**config.mk**
```make
export PLATFORM = sky130hd
export DESIGN_NAME = nn_layer_scheduler
export DESIGN_NICKNAME = d
export VERILOG_FILES = /design/src/rtl/nn_layer_scheduler.sv
export SDC_FILE = /design/constraint.sdc
export NUM_CORES = 1
export LEC_CHECK = 0
export CORE_UTILIZATION = 50
export CTS_CLUSTER_DIAMETER = 50
export CTS_CLUSTER_SIZE = 40
export DETAILED_ROUTE_END_ITERATION = 10
export DONT_BUFFER_PORTS = 1
export GPL_ROUTABILITY_DRIVEN = 0
export PLACE_DENSITY = 0.71
export SYNTH_ARGS = -nofsm -noshare
export SYNTH_HDL_FRONTEND = slang
export SYNTH_SLANG_ARGS = --single-unit
```
**constraint.sdc**
```tcl
create_clock -name clk_i -period 2.7 [get_ports clk_i]
set_input_delay 0.54 -clock clk_i [delete_from_list [all_inputs] [get_ports clk_i]]
set_output_delay 0.54 -clock clk_i [all_outputs]
set_load 0.01 [all_outputs]
```
**src/rtl/nn_layer_scheduler.sv**
```systemverilog
// Layer sequencer: loads an input vector, runs each layer over a shared req/ack port while
// ping-ponging activations between two buffers, then streams the final vector out.
module nn_layer_scheduler #(
    parameter int unsigned WIDTH      = 8,
    parameter int unsigned FANIN      = 2,
    parameter int unsigned NUM_LAYERS = 2,
    parameter int unsigned AW         = (FANIN > 1) ? $clog2(FANIN) : 1,
    parameter int unsigned LW         = (NUM_LAYERS > 1) ? $clog2(NUM_LAYERS) : 1
) (
    input  logic             clk_i,
    input  logic             rst_ni,
    input  logic             start_i,
    output logic             busy_o,
    output logic             done_o,
    input  logic             in_valid_i,
    input  logic [WIDTH-1:0] in_data_i,
    output logic             in_ready_o,
    output logic             layer_req_o,
    output logic [LW-1:0]    layer_sel_o,
    input  logic             layer_ack_i,
    input  logic             rd_trig_i,
    input  logic [AW-1:0]    rd_addr_i,
    output logic [WIDTH-1:0] rd_data_o,
    input  logic             wr_en_i,
    input  logic [AW-1:0]    wr_addr_i,
    input  logic [WIDTH-1:0] wr_data_i,
    output logic             out_valid_o,
    output logic [WIDTH-1:0] out_data_o,
    input  logic             out_ready_i
);

    typedef enum logic [2:0] {StIdle, StLoad, StRun, StWait, StDrain} state_e;

    localparam logic [AW-1:0] LastIdx   = AW'(FANIN - 1);
    localparam logic [LW-1:0] LastLayer = LW'(NUM_LAYERS - 1);

    state_e           state_q, state_d;
    logic             src_q, src_d;  // 0: A is the read buffer, 1: B is
    logic [AW-1:0]    idx_q, idx_d;
    logic [LW-1:0]    layer_sel_q, layer_sel_d;
    logic             done_q, done_d;
    logic [WIDTH-1:0] rd_data_q, rd_data_d;

    logic [WIDTH-1:0] buf_a_q [FANIN];
    logic [WIDTH-1:0] buf_b_q [FANIN];

    logic             rd_ok, wr_ok;
    logic [WIDTH-1:0] src_word, drain_word;

    // Indices beyond FANIN only exist for non-power-of-two FANIN; they read as zero.
    assign rd_ok = 32'(rd_addr_i) < FANIN;
    assign wr_ok = 32'(wr_addr_i) < FANIN;

    always_comb begin
        src_word = '0;
        if (rd_ok) begin
            src_word = src_q ? buf_b_q[rd_addr_i] : buf_a_q[rd_addr_i];
        end
    end

    assign drain_word = src_q ? buf_b_q[idx_q] : buf_a_q[idx_q];

    always_comb begin
        state_d     = state_q;
        src_d       = src_q;
        idx_d       = idx_q;
        layer_sel_d = layer_sel_q;
        done_d      = 1'b0;
        rd_data_d   = rd_data_q;
        unique case (state_q)
            StIdle: begin
                if (start_i) begin
                    state_d     = StLoad;
                    src_d       = 1'b0;
                    idx_d       = '0;
                    layer_sel_d = '0;
                end
            end
            StLoad: begin
                if (in_valid_i) begin
                    if (idx_q == LastIdx) begin
                        idx_d   = '0;
                        state_d = StRun;
                    end else begin
                        idx_d = idx_q + 1'b1;
                    end
                end
            end
            StRun: begin
                state_d = StWait;
            end
            StWait: begin
                if (rd_trig_i) begin
                    rd_data_d = src_word;
                end
                if (layer_ack_i) begin
                    src_d = ~src_q;
                    if (layer_sel_q == LastLayer) begin
                        state_d = StDrain;
                        idx_d   = '0;
                    end else begin
                        layer_sel_d = layer_sel_q + 1'b1;
                        state_d     = StRun;
                    end
                end
            end
            StDrain: begin
                if (out_ready_i) begin
                    if (idx_q == LastIdx) begin
                        idx_d   = '0;
                        state_d = StIdle;
                        done_d  = 1'b1;
                    end else begin
                        idx_d = idx_q + 1'b1;
                    end
                end
            end
            default: begin
                state_d = StIdle;
            end
        endcase
    end

    always_ff @(posedge clk_i or negedge rst_ni) begin
        if (!rst_ni) begin
            state_q     <= StIdle;
            src_q       <= 1'b0;
            idx_q       <= '0;
            layer_sel_q <= '0;
            done_q      <= 1'b0;
            rd_data_q   <= '0;
        end else begin
            state_q     <= state_d;
            src_q       <= src_d;
            idx_q       <= idx_d;
            layer_sel_q <= layer_sel_d;
            done_q      <= done_d;
            rd_data_q   <= rd_data_d;
        end
    end

    // Layer writes always land in the non-source buffer, so the src flip on ack
    // cannot redirect a write issued in the same cycle.
    always_ff @(posedge clk_i) begin
        if (state_q == StLoad && in_valid_i) begin
            buf_a_q[idx_q] <= in_data_i;
        end
        if (state_q == StWait && wr_en_i && wr_ok) begin
            if (src_q) begin
                buf_a_q[wr_addr_i] <= wr_data_i;
            end else begin
                buf_b_q[wr_addr_i] <= wr_data_i;
            end
        end
    end

    assign busy_o      = (state_q != StIdle);
    assign done_o      = done_q;
    assign in_ready_o  = (state_q == StLoad);
    assign layer_req_o = (state_q == StWait);
    assign layer_sel_o = layer_sel_q;
    assign rd_data_o   = rd_data_q;
    assign out_valid_o = (state_q == StDrain);
    assign out_data_o  = (state_q == StDrain) ? drain_word : '0;

endmodule

```
==> impl_metrics.ini <==
[die]
ios = 48
start_util_pct = 52.3
chipHeight_um = 69.7
die_area_mm2 = 0.00486
coreArea_mm2 = 0.00438
die_w_um = 69.7
num_rows = 24

[setup_path]
required_ps = 2160
endpoint_kind = output pin
crit_slowest_cell = dfrtp_1
slowest_delay_ps = 750
setup.worst_path.start_class = register
path_cells = mux4_2, and3_1
critPathKind = register to output pin
worst-endpoint-arrival_ps = 1690
critPathMaxFanout = 17

[logic_synthesis]
synthesis.nets = 164
synth_area_per_cell_um2 = 16.6
synth_ff_type = edfxtp_1
ys_seq_area_share_pct = 58.3
yosys_warnings = 0
async_flop_share_pct = 31.9
syn-cell-area_mm2 = 0.00229
synth.distinct_cells = 32
synth_edf_count = 32
syn-instance-count = 138
ys_ff_latch = 47

[power_and_ir_drop]
ir_drop_uv = 398
power_density_mw_per_mm2 = 886
p_leak_nw = 0.925
total_power_mw = 2.18

[timing]
fin_crit_sh_pct = 82.6
worst_pin_slew_ps = 726
setup_ws_ps = 468
fin_setup_tns_ps = 0
hold_viol = 0
period_minus_slack_ps = 2230
skew_ps = 8.17
setup_violations = 0
slew_headroom_pct = 51.4
rsz0062_at_grt = no
fmaxAchievable_mhz = 448
slew_viol_final = 0

[global_routing]
grt_max_degree = 18
overflow = 0
grt_pass1_vias = 1350
antenna_found_initial = 0
grt_usage_pct = 19.8
grt_pass1_wl_um = 7040

[layout]
n_antenna_cell = 0
multi_input_area_um2 = 878
seqCellArea_mm2 = 0.00134
nFillCells = 344
nets = 171
drive_above_1_share_pct = 36.3
area_growth_pct = 7.48

[routing]
first_pass_iters = 4
vias_per_cell = 6.31
ant_nets = 0
post-route-drc-count = 0
wl_um = 4420
drt_iter0_markers = 75
num_vias = 1250
wl_per_cell_um = 22.3

[clocking]
numCtsBuffers = 5
cts.sinks = 47
cts_tree = yes
clk_pin_slew_ps = 80
clockBufferDepth = 2
ctsHtreeMaxLevel = 2
cts_resized = 0
cts_setup_buffers = 0
hold_buffers = 1
cts-root-buf = clkbuf_8
clk_latency_ps = 290

[worst_hold_path]
worstHoldPathType = input pin to register

[placement]
port-buffer-count = 0
dp_hpwl_um = 3360
place_ws_ps = 720

[status]
status = completed

[flow_run]
cap_violations = 0
[cell families (layout without fill, tap and decap cells)]
| logic type | Yosys count | count (layout) | synth area share, % |
|---|---|---|---|
| XOR/XNOR | 1 | 1 | 0.382 |
| AND/OR/NAND/NOR | 26 | 26 | 7.10 |
| flip-flops | 47 | 47 | 58.3 |
| AO/OA/AOI/OAI | 15 | 15 | 4.86 |
| multiplexers | 34 | 34 | 26.0 |
| buffers and inverters | 15 | 23 | 3.38 |
[layer usage]
layer	wire [um]	GRT usage, %	part of all wire (%)	vias to the layer above
met5	0	0	0	-
met4	74	6.44	1.7	0
met3	287	6.69	6.5	9
met2	2370	34.8	54	45
met1	1690	22.7	38	636
li1	-	-	-	560
[cells in the mapped netlist (2+ instances only)]
library cell / instances / area [um2]
mux4_2: 16 / 360
mux2_2: 8 / 90.1
and3_1: 10 / 62.6
a21oi_1: 3 / 15.0
nor2_1: 3 / 11.3
dfrtp_1: 15 / 375
nand2_1: 5 / 18.8
clkbuf_1: 2 / 7.51
inv_1: 5 / 18.8
mux2_4: 9 / 135
buf_6: 2 / 22.5
nor4_1: 2 / 12.5
o21ai_0: 3 / 15.0
buf_2: 5 / 25.0
edfxtp_1: 32 / 961
a32o_1: 2 / 20.0
[path summary, 6_finish.rpt]
check	startpoint	endpoint	slack, ps	cells after the start
min reg2reg	rd_data_o[4]	rd_data_o[4]	590	1
min	wr_data_i[0]	buf_b_q[0][0]	330	0
max	src_q	out_data_o[4]	470	2
max in group asynchronous	rst_ni	src_q	1500	1
max reg2reg	state_q[0]	buf_a_q[0][3]	720	5
min in group asynchronous	rst_ni	rd_data_o[0]	740	1
[power by group]
group	leakage (nW)	switching [mW]	internal, mW
sequential	0.478	0.171	0.938
combinational	0.398	0.300	0.350
clock	0.0482	0.217	0.207
total	0.925	0.688	1.49
[stage by stage]
step / instances / hold WS [ps] / instance area, um2 / utilization [%]
2_1_floorplan: 138 / 244 / 2290 / -
3_3_place_gp: 189 / 245 / 2360 / 53.9
3_5_place_dp: 189 / 245 / 2360 / 53.9
4_1_cts: 198 / 328 / 2460 / 56.2
5_1_grt: 198 / 321 / 2460 / 56.2
6_report: 198 / 335 / 2460 / 56.2
[flip-flops by register name (all words and copies together) (netlist names)]
| register | count |
|---|---|
| idx_q | 1 |
| layer_sel_o | 1 |
| buf_b_q | 16 |
| rd_data_o | 8 |
| done_o | 1 |
| state_q | 3 |
| buf_a_q | 16 |
| src_q | 1 |
[critical path, delay by kind of cell (launching register included)]
kind | cells | cell delay, ps
DFF | 1 | 750
muxes | 1 | 400
and+or+nand+nor | 1 | 240
[cell type report]
type | instances | share of cell area, %
clock buffers | 7 | 3.50
well taps | 52 | 2.64
inverters | 6 | 0.914
clock inverters | 1 | 0.203
repair buffers | 9 | 2.84
multi-input cells | 76 | 35.7
flip-flops and latches | 47 | 54.2
[layout by cell type, fill, tap and decap left out, drive strengths merged, types with 2 or more instances in the layout]
cell	count
o32ai	2
inv	6
a21oi	3
mux2	17
nand2	5
clkbuf	7
mux4	16
buf	8
nor4	2
nor2	3
o21ai	3
edfxtp	32
a32o	2
and3	10
dfrtp	15
nor3	2
No activity file was read; power rests on OpenSTA's default activity.
==> patch: new RTL, same settings <==
Take the reset off `rd_data_q` and load it in a clocked block of its own.
--- a/src/rtl/nn_layer_scheduler.sv
+++ b/src/rtl/nn_layer_scheduler.sv
@@ -128,15 +128,17 @@
             idx_q       <= '0;
             layer_sel_q <= '0;
             done_q      <= 1'b0;
-            rd_data_q   <= '0;
         end else begin
             state_q     <= state_d;
             src_q       <= src_d;
             idx_q       <= idx_d;
             layer_sel_q <= layer_sel_d;
             done_q      <= done_d;
-            rd_data_q   <= rd_data_d;
         end
+    end
+
+    always_ff @(posedge clk_i) begin
+        rd_data_q <= rd_data_d;
     end
 
     // Layer writes always land in the non-source buffer, so the src flip on ack
Check against the original RTL: differs if rst_ni is asserted again (counterexample within 10 cycles, from zero or initial values and one cycle with rst_ni low); with rst_ni held inactive, the same outputs for 10 cycles.
==> patch against the unedited design <==
Cell area fell by 3.4%. Synthesized cell count did not move. Routed wire length down 7.9%. Maximum frequency shrank 6.9%. Non-clock buffer count shrank 3. Synthesized area fell by 2.0%. Count of clock-buffer cells in the layout shrank 1. Sequential cell count unchanged. Worst setup slack worse by 0.17 ns. Combinational power grew 9.7%. Sequential share of layout area increased by 3.6 points. Total power is 2.4% higher. Critical endpoint is now out_data_o[3]. Largest cell class unchanged. Highest routed layer unchanged.
==> patch: results <==
[yosys]
ys_async_sr_fraction = 0.149
synthesized_net_count = 164
share_of_the_yosys_chip_area_belonging_to_registers = 0.613
post_synth_edffs = 40
netlist_top_cells_count = sky130_fd_sc_hd__edfxtp_1, sky130_fd_sc_hd__mux4_2, sky130_fd_sc_hd__nor2b_1
synth.area.top_cells = sky130_fd_sc_hd__edfxtp_1, sky130_fd_sc_hd__mux4_2, sky130_fd_sc_hd__dfrtp_1
ys_warns = 0
synth.distinct_cells = 36

[placement]
place.port_buffers = 0
dpl_worst_slack_ns = 0.595
place.detailed.hpwl_um = 2850

[clock_network]
cts-root-buf = sky130_fd_sc_hd__clkbuf_8
cts_max_level = 2
cts_resized = 0
clkTransAtPathRegs_ns = 0.08
clk_latency_ns = 0.29

[hold_path]
hold_path.class = input pin to flip-flop

[timing]
fin_skew_ns = 0.00911
final-hold-violation-count = 0
slew_headroom = 0.452

[detailed_routing]
met2_wire_length_um = 2190
via_per_inst = 6.33
antenna_violation_net_count_after_detailed_routing = 0
drt_pre_antenna_iters = 4
wl_per_cell_um = 21.2
routedLengthMet1_um = 1520
first_iter_violations = 113
route.met3.wl_um = 309

[grt]
first_global_vias = 1211
grt_max_degree = 22
grt_pass1_wl_um = 6270
grt_use_total = 0.181
number_of_antenna_violations_at_the_first_check_in_global_routing = 0

[layout]
fill_cells = 357
fraction_of_final_layout_cells_sized_beyond_drive_strength_1 = 0.221
design.final.nets = 167

[critical_path]
cp_max_fo = 14
cp_data_arrival_time_ns = 1.86

[run_status]
outcome = finished clean

[pwr]
leakagePower_uw = 0.000789
max_vdd_drop_mv = 0.435
## patch: worst paths after layout
path	start	endpoint	slack, ns	depth (start not counted)
worst max-delay path	idx_q$_DFFE_PN0P_	out_data_o[3]	0.30	2
worst min-delay path	wr_data_i[7]	buf_b_q[0][7]$_DFFE_PP_	0.34	0
worst max register to register	src_q$_DFFE_PN0P_	buf_a_q[1][1]$_DFFE_PP_	0.62	3
worst min register to register	buf_b_q[1][5]$_DFFE_PP_	rd_data_o[5]$_DFFE_PP_	0.66	1
max in group asynchronous	rst_ni	state_q[1]$_DFFE_PN0P_	1.87	1
min in group asynchronous	rst_ni	state_q[0]$_DFFE_PN0P_	0.58	1
## patch: logic make-up after synthesis
kind of cell | after synthesis | synth area share
AND/OR/NAND/NOR | 33 | 0.0897
XOR/XNOR | 1 | 0.00390
AO/OA/AOI/OAI | 17 | 0.0568
buffers and inverters | 15 | 0.0312
flip-flops | 47 | 0.613
multiplexers | 25 | 0.206
## patch: area by class of cell
class                           count  area [um^2]  share of cell area
Timing Repair Buffer                6         47.5              0.0200
Tap cell                           52         65.1              0.0273
Inverter                            5         18.8             0.00789
Sequential cell                    47         1380               0.578
Clock buffer                        6         72.6              0.0305
Multi-Input combinational cell     76          800               0.336
## patch: stage by stage
step / hold WS [ns] / power [uW] / instance area (um^2) / utilization / std cells
final: 0.339 / 2240 / 2380 / 0.550 / 192
after global routing: 0.313 / 2370 / 2380 / 0.550 / 192
after floorplan: 0.244 / 1730 / 2250 / - / 138
after detailed placement: 0.245 / 1870 / 2300 / 0.531 / 185
after global placement: 0.245 / 1830 / 2300 / 0.531 / 185
after CTS: 0.332 / 2250 / 2380 / 0.550 / 192
## patch: repair_timing
action | CTS | global route
hold endpoints to repair | 7 | 0
buffers inserted | 0 | 0
hold buffers | 1 | 0
## patch: report_power, final
part           internal [uW]  leakage (uW)  total [uW]  switching [uW]
combinational            376      0.000300         713             337
sequential               949      0.000452        1150             197
clock                    173     0.0000371         377             205
total                   1500      0.000789        2240             739
## patch: critical path: stages, from the launching register on
cell	delay (ns)
sky130_fd_sc_hd__dfrtp_1	0.78
sky130_fd_sc_hd__mux4_2	0.59
sky130_fd_sc_hd__nor2b_1	0.19
## patch: metal layers
metal,track usage,vias to the layer above
met2,0.301,53
li1,-,554
met1,0.209,605
met5,0,-
met3,0.0746,4
met4,0.0703,0
